File: config.mk
export PLATFORM = sky130hd
export DESIGN_NAME = code_decoder_stretch
export DESIGN_NICKNAME = d
export VERILOG_FILES = /design/src/rtl/code_decoder_stretch.sv
export SDC_FILE = /design/constraint.sdc
export NUM_CORES = 1
export LEC_CHECK = 0
export ABC_AREA = 0
export CELL_PAD_IN_SITES_DETAIL_PLACEMENT = 0
export CELL_PAD_IN_SITES_GLOBAL_PLACEMENT = 1
export CORE_MARGIN = 4
export CORE_UTILIZATION = 37
export CTS_BUF_LIST = sky130_fd_sc_hd__clkbuf_4
export CTS_CLUSTER_DIAMETER = 100
export DETAILED_ROUTE_END_ITERATION = 7
export HOLD_SLACK_MARGIN = 0.08
export PLACE_DENSITY_LB_ADDON = 0.3
export SLEW_MARGIN = 20
export SYNTH_ARGS = -nofsm -noshare
export SYNTH_HDL_FRONTEND = slang
export SYNTH_SLANG_ARGS = --single-unit
File: constraint.sdc
create_clock -name clk -period 1.77 [get_ports clk]
set_input_delay 0.354 -clock clk [delete_from_list [all_inputs] [get_ports clk]]
set_output_delay 0.354 -clock clk [all_outputs]
set_load 0.02 [all_outputs]
File: src/rtl/code_decoder_stretch.sv
// Binary-index to one-hot decoder that holds each decoded line for HOLD_CYCLES clocks.
// Optional one-entry skid buffer for gap-free pulses: define CODE_DECODER_SKID_EN.
module code_decoder_stretch #(
    parameter int unsigned N_OUT       = 4,
    parameter int unsigned CODE_W      = 2,
    parameter int unsigned HOLD_CYCLES = 3,
    parameter int unsigned CNT_W       = 8
) (
    input  logic              clk,
    input  logic              rst,
    input  logic              in_valid,
    input  logic [CODE_W-1:0] in_code,
    output logic              in_ready,
    output logic [N_OUT-1:0]  dec_out,
    output logic              busy,
    output logic              done,
    output logic              err
);

    typedef enum logic [0:0] {StIdle, StHold} state_e;

    localparam logic [CNT_W-1:0]  HoldLoad = CNT_W'(HOLD_CYCLES - 1);
    localparam logic [CODE_W:0]   NOutLim  = (CODE_W + 1)'(N_OUT);
    localparam logic [N_OUT-1:0]  OneLsb   = N_OUT'(1);

    state_e            state_q, state_d;
    logic [CNT_W-1:0]  cnt_q, cnt_d;
    logic [N_OUT-1:0]  dec_q, dec_d;
    logic              busy_q, done_q, done_d, err_q, err_d;
    logic              accept, code_ok;

`ifdef CODE_DECODER_SKID_EN
    logic              skid_full_q, skid_full_d;
    logic [CODE_W-1:0] skid_code_q, skid_code_d;

    assign in_ready = (state_q == StIdle) || !skid_full_q;
`else
    assign in_ready = (state_q == StIdle);
`endif

    assign accept  = in_valid & in_ready;
    assign code_ok = {1'b0, in_code} < NOutLim;

    always_comb begin
        state_d = state_q;
        cnt_d   = cnt_q;
        dec_d   = dec_q;
        done_d  = 1'b0;
        err_d   = 1'b0;
`ifdef CODE_DECODER_SKID_EN
        skid_full_d = skid_full_q;
        skid_code_d = skid_code_q;
`endif
        unique case (state_q)
            StIdle: begin
                if (accept) begin
                    if (code_ok) begin
                        dec_d   = OneLsb << in_code;
                        cnt_d   = HoldLoad;
                        state_d = StHold;
                    end else begin
                        err_d = 1'b1;
                    end
                end
            end
            StHold: begin
`ifdef CODE_DECODER_SKID_EN
                if (accept) begin
                    if (code_ok) begin
                        skid_full_d = 1'b1;
                        skid_code_d = in_code;
                    end else begin
                        err_d = 1'b1;
                    end
                end
`endif
                if (cnt_q != '0) begin
                    cnt_d = cnt_q - 1'b1;
                end else begin
                    done_d  = 1'b1;
                    dec_d   = '0;
                    state_d = StIdle;
`ifdef CODE_DECODER_SKID_EN
                    // A code arriving on the final cycle bypasses the empty skid directly.
                    if (skid_full_q) begin
                        dec_d       = OneLsb << skid_code_q;
                        cnt_d       = HoldLoad;
                        state_d     = StHold;
                        skid_full_d = 1'b0;
                    end else if (accept && code_ok) begin
                        dec_d       = OneLsb << in_code;
                        cnt_d       = HoldLoad;
                        state_d     = StHold;
                        skid_full_d = 1'b0;
                    end
`endif
                end
            end
            default: state_d = StIdle;
        endcase
    end

    always_ff @(posedge clk or posedge rst) begin
        if (rst) begin
            state_q <= StIdle;
            cnt_q   <= '0;
            dec_q   <= '0;
            busy_q  <= 1'b0;
            done_q  <= 1'b0;
            err_q   <= 1'b0;
        end else begin
            state_q <= state_d;
            cnt_q   <= cnt_d;
            dec_q   <= dec_d;
            busy_q  <= |dec_d;
            done_q  <= done_d;
            err_q   <= err_d;
        end
    end

`ifdef CODE_DECODER_SKID_EN
    always_ff @(posedge clk or posedge rst) begin
        if (rst) begin
            skid_full_q <= 1'b0;
            skid_code_q <= '0;
        end else begin
            skid_full_q <= skid_full_d;
            skid_code_q <= skid_code_d;
        end
    end
`endif

    assign dec_out = dec_q;
    assign busy    = busy_q;
    assign done    = done_q;
    assign err     = err_q;

endmodule

==> flow_summary.json, run 1 <==
{
  "status": "finished with violations",
  "violations": "setup timing",
  "rsz0062_at_grt": "yes",
  "cellLeakagePower_uw": 0.000500,
  "ir_drop_v": 0.000399,
  "max_cap_violations": 0,
  "muxShareOfSynthArea": 0.0387,
  "grt_start_max_net_pins": 16,
  "initial_utilization": 0.391,
  "r2r_end": "busy",
  "ios": 13,
  "crit_arrival_ns": 2.12,
  "pwr-share-comb": 0.054,
  "synth.avg_cell_area_um2": 10.5,
  "seqCellArea_um2": 375,
  "io_buffers": 11,
  "start_kind": "flip-flop",
  "vias": 655,
  "clock_skew_ns": 0.00169,
  "place_area_um2": 1010,
  "die_x_um": 53.8,
  "end_kind": "flip-flop",
  "r2r_start": "cnt_q[3]",
  "die_area_um2": 2890,
  "gr-total-overflow": 0,
  "worstSetupPathType": "flip-flop to flip-flop",
  "power_report.internal_total_uw": 441,
  "critPathMaxFanout": 4,
  "grt_pass1_wl_mm": 2.72,
  "synth_edf_count": 0,
  "vias_per_cell": 5.00,
  "total_power_uw": 574,
  "fillers": 177,
  "grt.total_usage": 0.132,
  "power_frac_seq": 0.597,
  "r2r_setup_slack_ns": -0.19,
  "drc": 0,
  "async_flop_share": 1.00,
  "syn_nets": 81,
  "dp_cells": 124,
  "cts-buffers-inserted": 3,
  "drive_gt1_frac": 0.279,
  "power.switching_uw": 133,
  "hold_class": "input pin to async pin",
  "ys_seq_elements": 15,
  "fin_cells": 131,
  "wl_mm": 1.57,
  "syn2layout_area_growth_pct": 38.4,
  "period_share": 1.11,
  "finalInstanceArea_um2": 1070,
  "p_per_area_nw_per_um2": 534,
  "cts_buffer_depth": 2,
  "r2r_cells": 4,
  "fin_nets": 112,
  "firstDrtPassIters": 4,
  "synthXorXnorAreaFrac": 0,
  "synth_compound_area_frac": 0.169,
  "synth_top_family_by_area": "simple AND/OR/NAND/NOR gates",
  "diodes": 0,
  "period_needed_ns": 1.96,
  "setup-violations-final": 9,
  "wl_per_cell_um": 12.0,
  "synthCells": 74,
  "htree_levels": 1,
  "rows": 16,
  "antenna_found_initial": 0,
  "hold_violations": 0,
  "drtIter0Drc": 9,
  "ctsHoldBuffers": 0,
  "synth_cell_types": 29,
  "grt_pass1_vias": 619,
  "clock_sinks": 15,
  "syn_area_um2": 776,
  "sw_frac_of_total": 0.231,
  "clkPwrFrac": 0.349,
  "fin_ws_ns": -0.187,
  "fin_util": 0.542,
  "synth-main-ff-cell": "dfrtp_1",
  "root_buffer": "clkbuf_4",
  "crit_path_start": "cnt_q[3]",
  "synthAdderAreaFrac": 0.0323,
  "hpwlAfterDp_mm": 1.23,
  "synth_warnings": 0,
  "clk_pin_slew_worst_paths_ns": 0.10,
  "ys_seq_area_frac": 0.484,
  "ant_nets": 0,
  "clock_latency_ns": 0.28,
  "core_um2": 1980,
  "maxSlewViolCount": 0,
  "worst_pin_slew_ns": 0.536,
  "die_h_um": 53.8,
  "multi_input_area_um2": 378,
  "cts_tree": "yes",
  "fmax_mhz": 511,
  "synthSimpleGateAreaFrac": 0.226,
  "crit_required_ns": 1.93,
  "place.gp.congestion": 0.777,
  "slew_headroom": 0.642
}
worst max path at each step:
stage	end	slack, ns	cells after the start
6_report	busy	-0.19	4
5_1_grt	busy	-0.26	4
4_1_cts	busy	-0.18	4
3_5_place_dp	busy	-0.19	4
3_3_place_gp	busy	-0.15	4
2_1_floorplan	busy	-0.14	4
cells by family (layout without fill, tap and decap cells):
| family | Yosys count | in the layout |
|---|---|---|
| AND/OR/NAND/NOR | 29 | 29 |
| AO/OA/AOI/OAI | 16 | 16 |
| flip-flops | 15 | 15 |
| buffers and inverters | 8 | 38 |
| multiplexers | 3 | 3 |
| adder cells (fa/ha/maj) | 2 | 2 |
| other | 1 | 1 |
cell usage after synthesis, drive strengths merged (2+ instances only):
cell type / n / share of area
dfrtp: 15 / 0.48
nand2: 12 / 0.058
inv: 6 / 0.029
or4: 5 / 0.055
a21oi: 3 / 0.019
mux2i: 3 / 0.039
nand3: 3 / 0.019
o22ai: 3 / 0.024
buf: 2 / 0.016
ha: 2 / 0.032
nor2: 2 / 0.0097
nor4: 2 / 0.035
o211ai: 2 / 0.019
o2bb2ai: 2 / 0.023
o31ai: 2 / 0.019
o41ai: 2 / 0.047
metrics by stage:
| step | setup slack, ns | setup TNS (ns) | hold slack [ns] |
|---|---|---|---|
| 2_1_floorplan | -0.136 | -0.148 | 0.255 |
| 3_3_place_gp | -0.152 | -0.164 | 0.551 |
| 3_5_place_dp | -0.187 | -0.247 | 0.555 |
| 4_1_cts | -0.183 | -0.825 | 0.425 |
| 5_1_grt | -0.263 | -1.60 | 0.441 |
| 6_report | -0.187 | -0.760 | 0.405 |
placed cells by master (no fill, tap or decap), types with 3 or more instances in the layout:
cell             netlist  layout
nand2_1               12      12
or4_4                  1       3
dfrtp_1               15      15
a21oi_1                3       3
clkbuf_4               0       3
o22ai_1                3       3
buf_4                  1      17
clkdlybuf4s50_1        0      10
mux2i_1                3       3
inv_1                  6       6
registers in the layout, summed over array words and instances, names as in the netlist:
register	count
busy	1
done	1
state_q	1
dec_out	4
cnt_q	8
worst max-delay path: stages, from the launching register on:
cell	delay, ns
dfrtp_1	0.39
or4_4	0.56
nor4_4	0.23
o22ai_1	0.15
or4_1	0.51
power groups by stage:
stage	combinational, µW	sequential (µW)	clock (µW)
floorplan	15.8	349	0
global placement	32.0	349	0
detailed placement	31.6	349	0
CTS	31.8	342	205
global route	34.8	343	225
finish	31.1	342	200
cell type report:
cell class                 instances  area share
timing repair buffer              28       0.220
inverter                           6      0.0210
clock buffer                       3      0.0210
tap                               27      0.0315
clock inverter                     1     0.00466
sequential                        15       0.350
multi-input combinational         51       0.352
layer usage:
metal | routed length [µm] | global-route usage | vias to the layer above
met5 | 0 | 0 | -
met2 | 740 | 0.194 | 7
met1 | 774 | 0.179 | 313
met3 | 44 | 0.0332 | 2
met4 | 12 | 0.0638 | 0
li1 | - | - | 333
timing repair:
| item | 4_1_cts | 5_1_grt |
|---|---|---|
| hold endpoints to repair | 0 | 0 |
| endpoints found under the setup margin | 5 | 11 |
| gates resized for setup | 4 | 2 |
| pin swaps | 0 | 0 |
| buffers inserted | 1 | 2 |
Power figures use the tool's default switching activity.
==> inputs of run 2 (changes only) <==
Settings changed: TNS_END_PERCENT set to 1.
==> run 2 against run 1 <==
  * The run still ends with setup timing left
  * Register-to-register slack lost 0.05 ns
  * Clock power grew 3%
  * Sequential power is essentially flat
  * Clock-buffer cell count is the same
  * Maximum frequency shrank 2.3%
  * Critical path type unchanged
  * Combinational power shrank 5%
  * Largest cell class is now sequential cells
  * Cell count shrank 3.1%
  * Highest routed layer unchanged
  * Utilization shrank 2.1 points
  * Via count shrank 1.2%
  * Non-clock buffer count shrank 4
  * Hold slack lost 0.011 ns
  * Sequential share of layout area grew 1.4 points
==> flow_summary.json, run 2 (synthesis results as in run 1) <==
{
  "vias_per_cell": 5.09,
  "worst_pin_slew_ns": 0.551,
  "clk_pin_slew_worst_paths_ns": 0.10,
  "fin_util": 0.520,
  "grt_pass1_wl_mm": 2.86,
  "wl_mm": 1.62,
  "regMostFlops": "cnt_q",
  "grt_start_max_net_pins": 16,
  "crit_path_start": "cnt_q[3]",
  "maxSlewViolCount": 0,
  "drc": 0,
  "ant_nets": 0,
  "largest_register_ffs": 8,
  "place.gp.congestion": 0.821,
  "rsz0062_at_grt": "yes",
  "power_report.internal_total_uw": 440,
  "hold_violations": 0,
  "pwr-share-comb": 0.051,
  "ir_drop_v": 0.000405,
  "power_frac_seq": 0.593,
  "grt.total_usage": 0.143,
  "r2r_start": "cnt_q[3]",
  "crit_arrival_ns": 2.17,
  "crit_required_ns": 1.94,
  "die_h_um": 53.8,
  "fin_ws_ns": -0.233,
  "core_um2": 1980,
  "drive_gt1_frac": 0.220,
  "critPathMaxFanout": 5,
  "clock_latency_ns": 0.29,
  "die_x_um": 53.8,
  "cts_buffer_depth": 2,
  "fillers": 174,
  "slew_headroom": 0.632,
  "post_cts_buffers": 0,
  "die_area_um2": 2890,
  "htree_levels": 1,
  "diodes": 0,
  "place_worst_setup_slack_ns": -0.225,
  "grt_pass1_vias": 620,
  "fmax_mhz": 499,
  "ctsHoldBuffers": 0,
  "start_kind": "flip-flop",
  "vias": 647,
  "clkPwrFrac": 0.356,
  "mostFrequentLayoutCell": "dfrtp_1",
  "setup-violations-final": 4,
  "antenna_found_initial": 0,
  "period_share": 1.13,
  "end_kind": "flip-flop",
  "layout_common_cells": "15 x dfrtp_1, 13 x buf_4, 12 x nand2_1",
  "io_buffers": 11,
  "clock_skew_ns": 0.00469,
  "cts_resized": 1,
  "hold_class": "input pin to async pin",
  "sw_frac_of_total": 0.239,
  "wl_per_cell_um": 12.8,
  "period_needed_ns": 2.00,
  "cts-buffers-inserted": 3,
  "max_cap_violations": 0,
  "hpwlAfterDp_mm": 1.24,
  "initial_utilization": 0.391,
  "root_buffer": "clkbuf_4",
  "syn2layout_area_growth_pct": 32.9,
  "fin_nets": 108,
  "drtIter0Drc": 12,
  "p_per_area_nw_per_um2": 560,
  "rows": 16,
  "power.switching_uw": 138,
  "firstDrtPassIters": 4,
  "ios": 13,
  "clock_sinks": 15,
  "gr-total-overflow": 0,
  "cts_tree": "yes",
  "worstSetupPathType": "flip-flop to flip-flop",
  "status": "finished with violations",
  "violations": "setup timing",
  "cellLeakagePower_uw": 0.000476
}
## run 2: cell count changes in the layout (fill, tap and decap cells not counted)
cell     change
buf_4        -4
or4_1        +2
or4_4        -2
nand3_1      +1
nand3_2      -1
o21ai_0      +1
o21ai_1      -1
## run 2: path summary, 6_finish.rpt
path | end | slack (ns) | depth (start not counted)
min | dec_out[0] | 0.39 | 2
min in group clk | cnt_q[3] | 0.57 | 2
max | busy | -0.23 | 4
max reg2reg | busy | -0.23 | 4
max in group asynchronous | cnt_q[5] | 1.01 | 2
min reg2reg | cnt_q[3] | 0.57 | 2
## run 2: per-layer routing
metal	track usage	share of wire	vias to the layer above
met3	0.0332	0.028	4
li1	-	-	326
met5	0	0	-
met1	0.186	0.47	309
met2	0.212	0.47	8
met4	0.0894	0.026	0
## run 2: final cells by class
cell class                      instances  area (µm²)  area share
Clock inverter                          1        5.00     0.00485
Multi-Input combinational cell         51         365       0.354
Sequential cell                        15         375       0.364
Timing Repair Buffer                   24         206       0.200
Tap cell                               27        33.8      0.0328
Clock buffer                            3        22.5      0.0218
Inverter                                6        22.5      0.0218
## run 2: power by group through the flow
stage                     Clock, µW  Combinational [µW]  Sequential [µW]
after floorplan                   0                15.8              349
after global placement            0                30.2              349
after detailed placement          0                30.2              349
after CTS                       215                30.5              342
after global routing            228                33.5              343
final                           206                29.5              342
## run 2: metrics by stage
step           area, µm²  power [µW]  hold slack, ns  instances  setup TNS [ns]
2_1_floorplan        776         365           0.255         74          -0.148
3_3_place_gp        1000         379           0.547        123          -0.192
3_5_place_dp        1000         379           0.552        123          -0.270
4_1_cts             1030         588           0.424        127          -0.335
5_1_grt             1030         604           0.449        127          -0.741
6_report            1030         578           0.395        127          -0.310
## run 2: worst max-delay path, cell delays in order, from the launching register on
cell       delay, ns
dfrtp_1         0.39
or4_4           0.58
nor4_4          0.24
o2bb2ai_1       0.14
or4_1           0.54
==> inputs of run 3 (changes only) <==
Settings changed: CTS_CLUSTER_DIAMETER 100 to unset, GPL_TIMING_DRIVEN set to 1.
==> results of run 3 <==
Final layout, timing and power as in run 2 (identical DEF).
